==> src/rtl/joint_step_driver.sv <==
// Step/direction generator for the two SCARA joints: tracks joint positions and steps both
// joints toward each new IK target on a shared timebase. Optional clamping: JOINT_LIMIT_EN.
module joint_step_driver #(
    parameter int STEP_HIGH   = 4,
    parameter int STEP_PERIOD = 16,
    parameter int DIR_SETUP   = 8,
    parameter int TH1_MIN     = -2048,
    parameter int TH1_MAX     = 2047,
    parameter int TH2_MIN     = -2048,
    parameter int TH2_MAX     = 2047
) (
    input  logic               clk,
    input  logic               reset,
    input  logic               enable,
    input  logic signed [12:0] th1,
    input  logic signed [12:0] th2,
    output logic               step1,
    output logic               step2,
    output logic               dir1,
    output logic               dir2,
    output logic               busy,
    output logic               done,
    output logic               limitHit
);

    typedef enum logic [2:0] {IDLE, LATCH, SETUP, STEP_HI, STEP_LO, DONE} state_t;

    generate
        if (STEP_HIGH < 1 || STEP_PERIOD <= STEP_HIGH || DIR_SETUP < 1 ||
            TH1_MIN > TH1_MAX || TH2_MIN > TH2_MAX) begin : g_bad_params
            $error("joint_step_driver: inconsistent timing or limit parameters");
        end
    endgenerate

    state_t             state, state_d;
    logic [15:0]        cnt, cnt_d;
    logic signed [12:0] tgt1, tgt1_d, tgt2, tgt2_d;
    logic signed [12:0] pos1, pos1_d, pos2, pos2_d;
    logic [12:0]        rem1, rem1_d, rem2, rem2_d;
    logic               step1_d, step2_d, dir1_d, dir2_d, busy_d, done_d;
    logic signed [12:0] eff1, eff2;
    logic               clip1, clip2;
    logic signed [13:0] delta1, delta2, mag1, mag2;

`ifdef JOINT_LIMIT_EN
    function automatic logic signed [12:0] clamp13(input logic signed [12:0] v,
                                                   input int lo, input int hi);
        if (v < lo) return 13'(lo);
        if (v > hi) return 13'(hi);
        return v;
    endfunction

    logic limit_q, limit_d;
    assign limitHit = limit_q;
`else
    assign limitHit = 1'b0;
`endif

    // Signed move per joint, widened to 14 bits so the full 13-bit span cannot overflow.
    always_comb begin
        eff1  = tgt1;
        eff2  = tgt2;
        clip1 = 1'b0;
        clip2 = 1'b0;
`ifdef JOINT_LIMIT_EN
        eff1  = clamp13(tgt1, TH1_MIN, TH1_MAX);
        eff2  = clamp13(tgt2, TH2_MIN, TH2_MAX);
        clip1 = (eff1 != tgt1);
        clip2 = (eff2 != tgt2);
`endif
        delta1 = {eff1[12], eff1} - {pos1[12], pos1};
        delta2 = {eff2[12], eff2} - {pos2[12], pos2};
        mag1   = delta1[13] ? -delta1 : delta1;
        mag2   = delta2[13] ? -delta2 : delta2;
    end

    always_comb begin
        state_d = state;
        cnt_d   = cnt;
        tgt1_d  = tgt1;
        tgt2_d  = tgt2;
        pos1_d  = pos1;
        pos2_d  = pos2;
        rem1_d  = rem1;
        rem2_d  = rem2;
        step1_d = step1;
        step2_d = step2;
        dir1_d  = dir1;
        dir2_d  = dir2;
        busy_d  = busy;
        done_d  = 1'b0;
`ifdef JOINT_LIMIT_EN
        limit_d = limit_q;
`endif
        case (state)
            IDLE: begin
                if (enable) begin
                    tgt1_d  = th1;
                    tgt2_d  = th2;
                    busy_d  = 1'b1;
`ifdef JOINT_LIMIT_EN
                    limit_d = 1'b0;
`endif
                    state_d = LATCH;
                end
            end
            LATCH: begin
                tgt1_d = eff1;
                tgt2_d = eff2;
                dir1_d = ~delta1[13];
                dir2_d = ~delta2[13];
                rem1_d = mag1[12:0];
                rem2_d = mag2[12:0];
`ifdef JOINT_LIMIT_EN
                limit_d = clip1 | clip2;
`endif
                if (mag1 == 14'sd0 && mag2 == 14'sd0) begin
                    state_d = DONE;
                end else begin
                    cnt_d   = 16'(DIR_SETUP - 1);
                    state_d = SETUP;
                end
            end
            SETUP: begin
                if (cnt == 16'd0) begin
                    step1_d = (rem1 != 13'd0);
                    step2_d = (rem2 != 13'd0);
                    cnt_d   = 16'(STEP_HIGH - 1);
                    state_d = STEP_HI;
                end else begin
                    cnt_d = cnt - 16'd1;
                end
            end
            // Position and remaining count advance as the pulse ends, only for joints that pulsed.
            STEP_HI: begin
                if (cnt == 16'd0) begin
                    step1_d = 1'b0;
                    step2_d = 1'b0;
                    if (step1) begin
                        rem1_d = rem1 - 13'd1;
                        pos1_d = dir1 ? pos1 + 13'sd1 : pos1 - 13'sd1;
                    end
                    if (step2) begin
                        rem2_d = rem2 - 13'd1;
                        pos2_d = dir2 ? pos2 + 13'sd1 : pos2 - 13'sd1;
                    end
                    cnt_d   = 16'(STEP_PERIOD - STEP_HIGH - 1);
                    state_d = STEP_LO;
                end else begin
                    cnt_d = cnt - 16'd1;
                end
            end
            STEP_LO: begin
                if (cnt == 16'd0) begin
                    if (rem1 == 13'd0 && rem2 == 13'd0) begin
                        state_d = DONE;
                    end else begin
                        step1_d = (rem1 != 13'd0);
                        step2_d = (rem2 != 13'd0);
                        cnt_d   = 16'(STEP_HIGH - 1);
                        state_d = STEP_HI;
                    end
                end else begin
                    cnt_d = cnt - 16'd1;
                end
            end
            DONE: begin
                done_d  = 1'b1;
                busy_d  = 1'b0;
                state_d = IDLE;
            end
            default: state_d = IDLE;
        endcase
    end

    always_ff @(posedge clk or posedge reset) begin
        if (reset) begin
            state <= IDLE;
            cnt   <= '0;
            tgt1  <= '0;
            tgt2  <= '0;
            pos1  <= '0;
            pos2  <= '0;
            rem1  <= '0;
            rem2  <= '0;
            step1 <= 1'b0;
            step2 <= 1'b0;
            dir1  <= 1'b0;
            dir2  <= 1'b0;
            busy  <= 1'b0;
            done  <= 1'b0;
`ifdef JOINT_LIMIT_EN
            limit_q <= 1'b0;
`endif
        end else begin
            state <= state_d;
            cnt   <= cnt_d;
            tgt1  <= tgt1_d;
            tgt2  <= tgt2_d;
            pos1  <= pos1_d;
            pos2  <= pos2_d;
            rem1  <= rem1_d;
            rem2  <= rem2_d;
            step1 <= step1_d;
            step2 <= step2_d;
            dir1  <= dir1_d;
            dir2  <= dir2_d;
            busy  <= busy_d;
            done  <= done_d;
`ifdef JOINT_LIMIT_EN
            limit_q <= limit_d;
`endif
        end
    end

endmodule

==> config.mk <==
export PLATFORM = sky130hd
export DESIGN_NAME = joint_step_driver
export DESIGN_NICKNAME = d
export VERILOG_FILES = /design/src/rtl/joint_step_driver.sv
export SDC_FILE = /design/constraint.sdc
export NUM_CORES = 1
export LEC_CHECK = 0
export CORE_UTILIZATION = 56
export CTS_CLUSTER_SIZE = 25
export DETAILED_ROUTE_END_ITERATION = 7
export PLACE_DENSITY_LB_ADDON = 0.2
export REMOVE_ABC_BUFFERS = 1
export SETUP_SLACK_MARGIN = 0.1
export SLEW_MARGIN = 20
export SYNTH_ARGS = -nofsm -noshare
export SYNTH_HDL_FRONTEND = slang
export SYNTH_SLANG_ARGS = --single-unit
==> constraint.sdc <==
create_clock -name clk -period 3.4 [get_ports clk]
set_input_delay 0.51 -clock clk [delete_from_list [all_inputs] [get_ports clk]]
set_output_delay 0.51 -clock clk [all_outputs]
set_load 0.02 [all_outputs]
==> results of run 1 <==
## path summary, 6_finish.rpt
check	endpoint	slack (ns)
min in group clk	busy	0.49
worst max register to register	cnt[11]	-0.22
worst min register to register	busy	0.49
worst min-delay path	eff1[3]	0.47
worst max-delay path	cnt[11]	-0.22
max in group asynchronous	step2	2.18
## layout make-up
class | instances | share of cell area [%]
multi-input combinational | 812 | 52.85
tap | 184 | 2.075
sequential | 103 | 23.23
inverter | 65 | 2.222
timing repair buffer | 236 | 17.06
clock buffer | 12 | 2.312
clock inverter | 4 | 0.2481
## what timing repair did
item,CTS,global route
cloned,1,0
resized for setup,39,48
pin swaps,18,24
endpoints found under the setup margin,19,24
setup buffers,8,6
## logic make-up (layout without fill, tap and decap cells)
| logic type | count (synthesis) | count (layout) | share of synthesized area, % |
|---|---|---|---|
| AND/OR/NAND/NOR | 350 | 350 | 20.59 |
| AO/OA/AOI/OAI | 303 | 304 | 24.11 |
| buffers and inverters | 106 | 317 | 5.177 |
| flip-flops | 103 | 103 | 30.30 |
| XOR/XNOR | 72 | 72 | 7.413 |
| adder cells (fa/ha/maj) | 56 | 56 | 8.589 |
| multiplexers | 29 | 29 | 3.780 |
| other | 1 | 1 | 0.04408 |
## per-layer routing
| metal | vias to the layer above | track usage (%) | share of wire, % |
|---|---|---|---|
| li1 | 4100 | - | - |
| met1 | 3922 | 37.78 | 46 |
| met2 | 207 | 48.44 | 48 |
| met3 | 37 | 4.065 | 4.3 |
| met4 | 0 | 8.608 | 1.6 |
| met5 | - | 0 | 0 |
## Yosys cell counts (7+ instances only)
| library cell | instances | share of area [%] |
|---|---|---|
| nor3_1 | 36 | 2.1 |
| nand3_1 | 23 | 1.4 |
| clkbuf_1 | 28 | 1.2 |
| or3_1 | 16 | 1.2 |
| o211ai_1 | 8 | 0.71 |
| nand2b_1 | 14 | 1.0 |
| o31ai_1 | 7 | 0.62 |
| xnor2_1 | 48 | 4.9 |
| a31oi_1 | 11 | 0.81 |
| dfrtp_1 | 103 | 30 |
| mux2_2 | 25 | 3.3 |
| a21o_1 | 16 | 1.4 |
| a211oi_1 | 9 | 0.79 |
| nor2_1 | 74 | 3.3 |
| nor4_1 | 8 | 0.59 |
| xor2_1 | 24 | 2.5 |
| o21bai_1 | 12 | 1.1 |
| o21ai_0 | 89 | 5.2 |
| inv_1 | 65 | 2.9 |
| nand4_1 | 11 | 0.81 |
| and3_1 | 9 | 0.66 |
| ha_1 | 52 | 7.6 |
| buf_2 | 7 | 0.41 |
| a21oi_1 | 71 | 4.2 |
| nand2_1 | 112 | 4.9 |
| o22ai_1 | 8 | 0.59 |
| nor2b_1 | 12 | 0.88 |
## stage by stage
| stage | instance area, um^2 | power (mW) | hold slack (ns) |
|---|---|---|---|
| floorplan | 8310 | 6.918 | 0.4564 |
| global placement | 10330 | 10.11 | 0.4693 |
| detailed placement | 10330 | 10.31 | 0.4724 |
| CTS | 10860 | 11.69 | 0.4789 |
| global route | 11090 | 13.02 | 0.5086 |
| finish | 11090 | 12.05 | 0.4715 |
## sequential cells by signal, indices dropped and copies added, names as in the netlist, 3 cells and up
register	cells
state	3
pos1	13
eff2	13
cnt	16
pos2	13
eff1	13
rem1	13
rem2	13
## report_power, final
part           leakage (nW)  internal [mW]  switching [mW]
Sequential             1.31           1.66           0.397
Combinational          3.46           4.35            4.61
Clock                 0.143          0.540           0.489
Total                  4.91           6.55            5.50
==> run summary, run 1 <==
status -> finished, violations left
failing checks -> setup timing
gp weighted congestion -> 0.9280
Req. time, crit path -> 3.68 ns
Critical Path Slowest Stage Cell -> or4_4
CTS tree -> done
DP HPWL -> 16,190 um
Non-Filler Instances -> 1,416
worst-margin pin slew -> 0.8886 ns
drt first pass iters -> 7
Post-CTS Hold Buffers -> 0
crit-path cells -> inv_1 -> ha_1 -> or4b_4 -> a211o_1 -> a21oi_4 -> nor2_2 -> or4_4 -> a211o_1 -> a31oi_4 -> and4_4 -> o21bai_4 -> buf_12 -> a31oi_4
Skew-Pair Late Insertion Delay -> 0.36 ns
dpl ws -> -0.4773 ns
# clock sinks -> 103
post-synthesis sequential area ratio -> 30.30%
Avg Cell Area, Syn -> 8.340 um^2
area of the multi-input gates -> 5863 um^2
Initial DRC Count -> 488
Netlist cell types -> 87
Critical Path Source Type -> flip-flop
critical-path maximum fanout -> 6
Port Buffers -> 34
Levels on crit path -> 13
Primary FF master, synth -> dfrtp_1
max cap viols -> 0
ys async rst share -> 100.0%
Via density -> 5.838
Slew Limit Fails -> 0
RSZ-0062 raised after global routing -> yes
DR vias -> 8,266
Fin. Hold Viols -> 0
Filler cells -> 1,081
H-tree depth -> 3
largest stage delay on the critical path -> 0.54 ns
vias in the first global route -> 7,960
final worst slack -> -0.2234 ns
final core occ -> 75.48%
Die X -> 125.3 um
I/O pin cnt -> 36
Slew headroom -> 40.76%
worst min path class -> in2async
worst r2r path cells -> 13
share of layout cells above drive strength 1 -> 27.52%
P_leak -> 4.906 nW
worst path bufs/invs -> 2
PwrDens -> 1086 nW/um^2
antenna viol nets, final -> 0
Area growth syn-to-layout -> 30.42%
period utilization -> 106.6%
most frequent cells in the layout -> buf_4, nand2_1, dfrtp_1, o21ai_0, nor2_1
Synth Instances -> 1,020
number of synthesized flops with an enable pin -> 0
final setup violation count -> 19
full die area -> 15,690 um^2
RR Startpoint -> pos2[6]
final WL -> 21,710 um
VDD IR max -> 0.5614 mV
synthesized cell area -> 8507 um^2
Seq cells post-synth -> 103
Reg clk slew, reported paths -> 0.07 ns
first-pass GRT wire length -> 36,830 um
CTS Root Cell -> clkbuf_16
CORE AREA -> 14,700 um^2
initial antenna violation count -> 0
CTS Buffer Depth -> 2
cell family with most CP delay -> simple AND/OR/NAND/NOR gates
Wirelength per Cell -> 15.33 um
clock skew -> 0.006288 ns
GRT Util Overall -> 28.55%
CTS Buf Count -> 9
Antenna diodes -> 0
final setup TNS -> -3.395 ns
Initial Util -> 57.87%
crit path kind -> reg2reg
# rows -> 44
die span in y -> 125.3 um
GRT Residual Overflow -> 0
DRC -> 0
crit path time final -> 3.623 ns
Arr. time, crit path -> 3.91 ns
Seq. cell area -> 2577 um^2
f_max -> 0.2760 GHz
crit path from -> pos2[6]
Worst Setup End Kind -> flip-flop
Yosys warnings -> 0
nets@finish -> 1,312
largest net degree at the start of global routing -> 79
placed cell count -> 1,386
commonest non-fill, non-tap cell in the layout -> buf_4
Note: power is estimated with default switching activity, not from simulation.
==> run 2: changes to the inputs <==
--- a/config.mk
+++ b/config.mk
@@ -11,7 +11,7 @@
 export PLACE_DENSITY_LB_ADDON = 0.2
 export REMOVE_ABC_BUFFERS = 1
 export SETUP_SLACK_MARGIN = 0.1
-export SLEW_MARGIN = 20
+export SLEW_MARGIN = 10
 export SYNTH_ARGS = -nofsm -noshare
 export SYNTH_HDL_FRONTEND = slang
 export SYNTH_SLANG_ARGS = --single-unit
==> results of run 2 <==
Final layout, timing and power as in run 1 (identical DEF).
==> run 3: changes to the inputs <==
--- a/config.mk
+++ b/config.mk
@@ -5,6 +5,7 @@
 export SDC_FILE = /design/constraint.sdc
 export NUM_CORES = 1
 export LEC_CHECK = 0
+export CAP_MARGIN = 20
 export CORE_UTILIZATION = 56
 export CTS_CLUSTER_SIZE = 25
 export DETAILED_ROUTE_END_ITERATION = 7
==> results of run 3 <==
Final layout, timing and power as in run 1 (identical DEF).
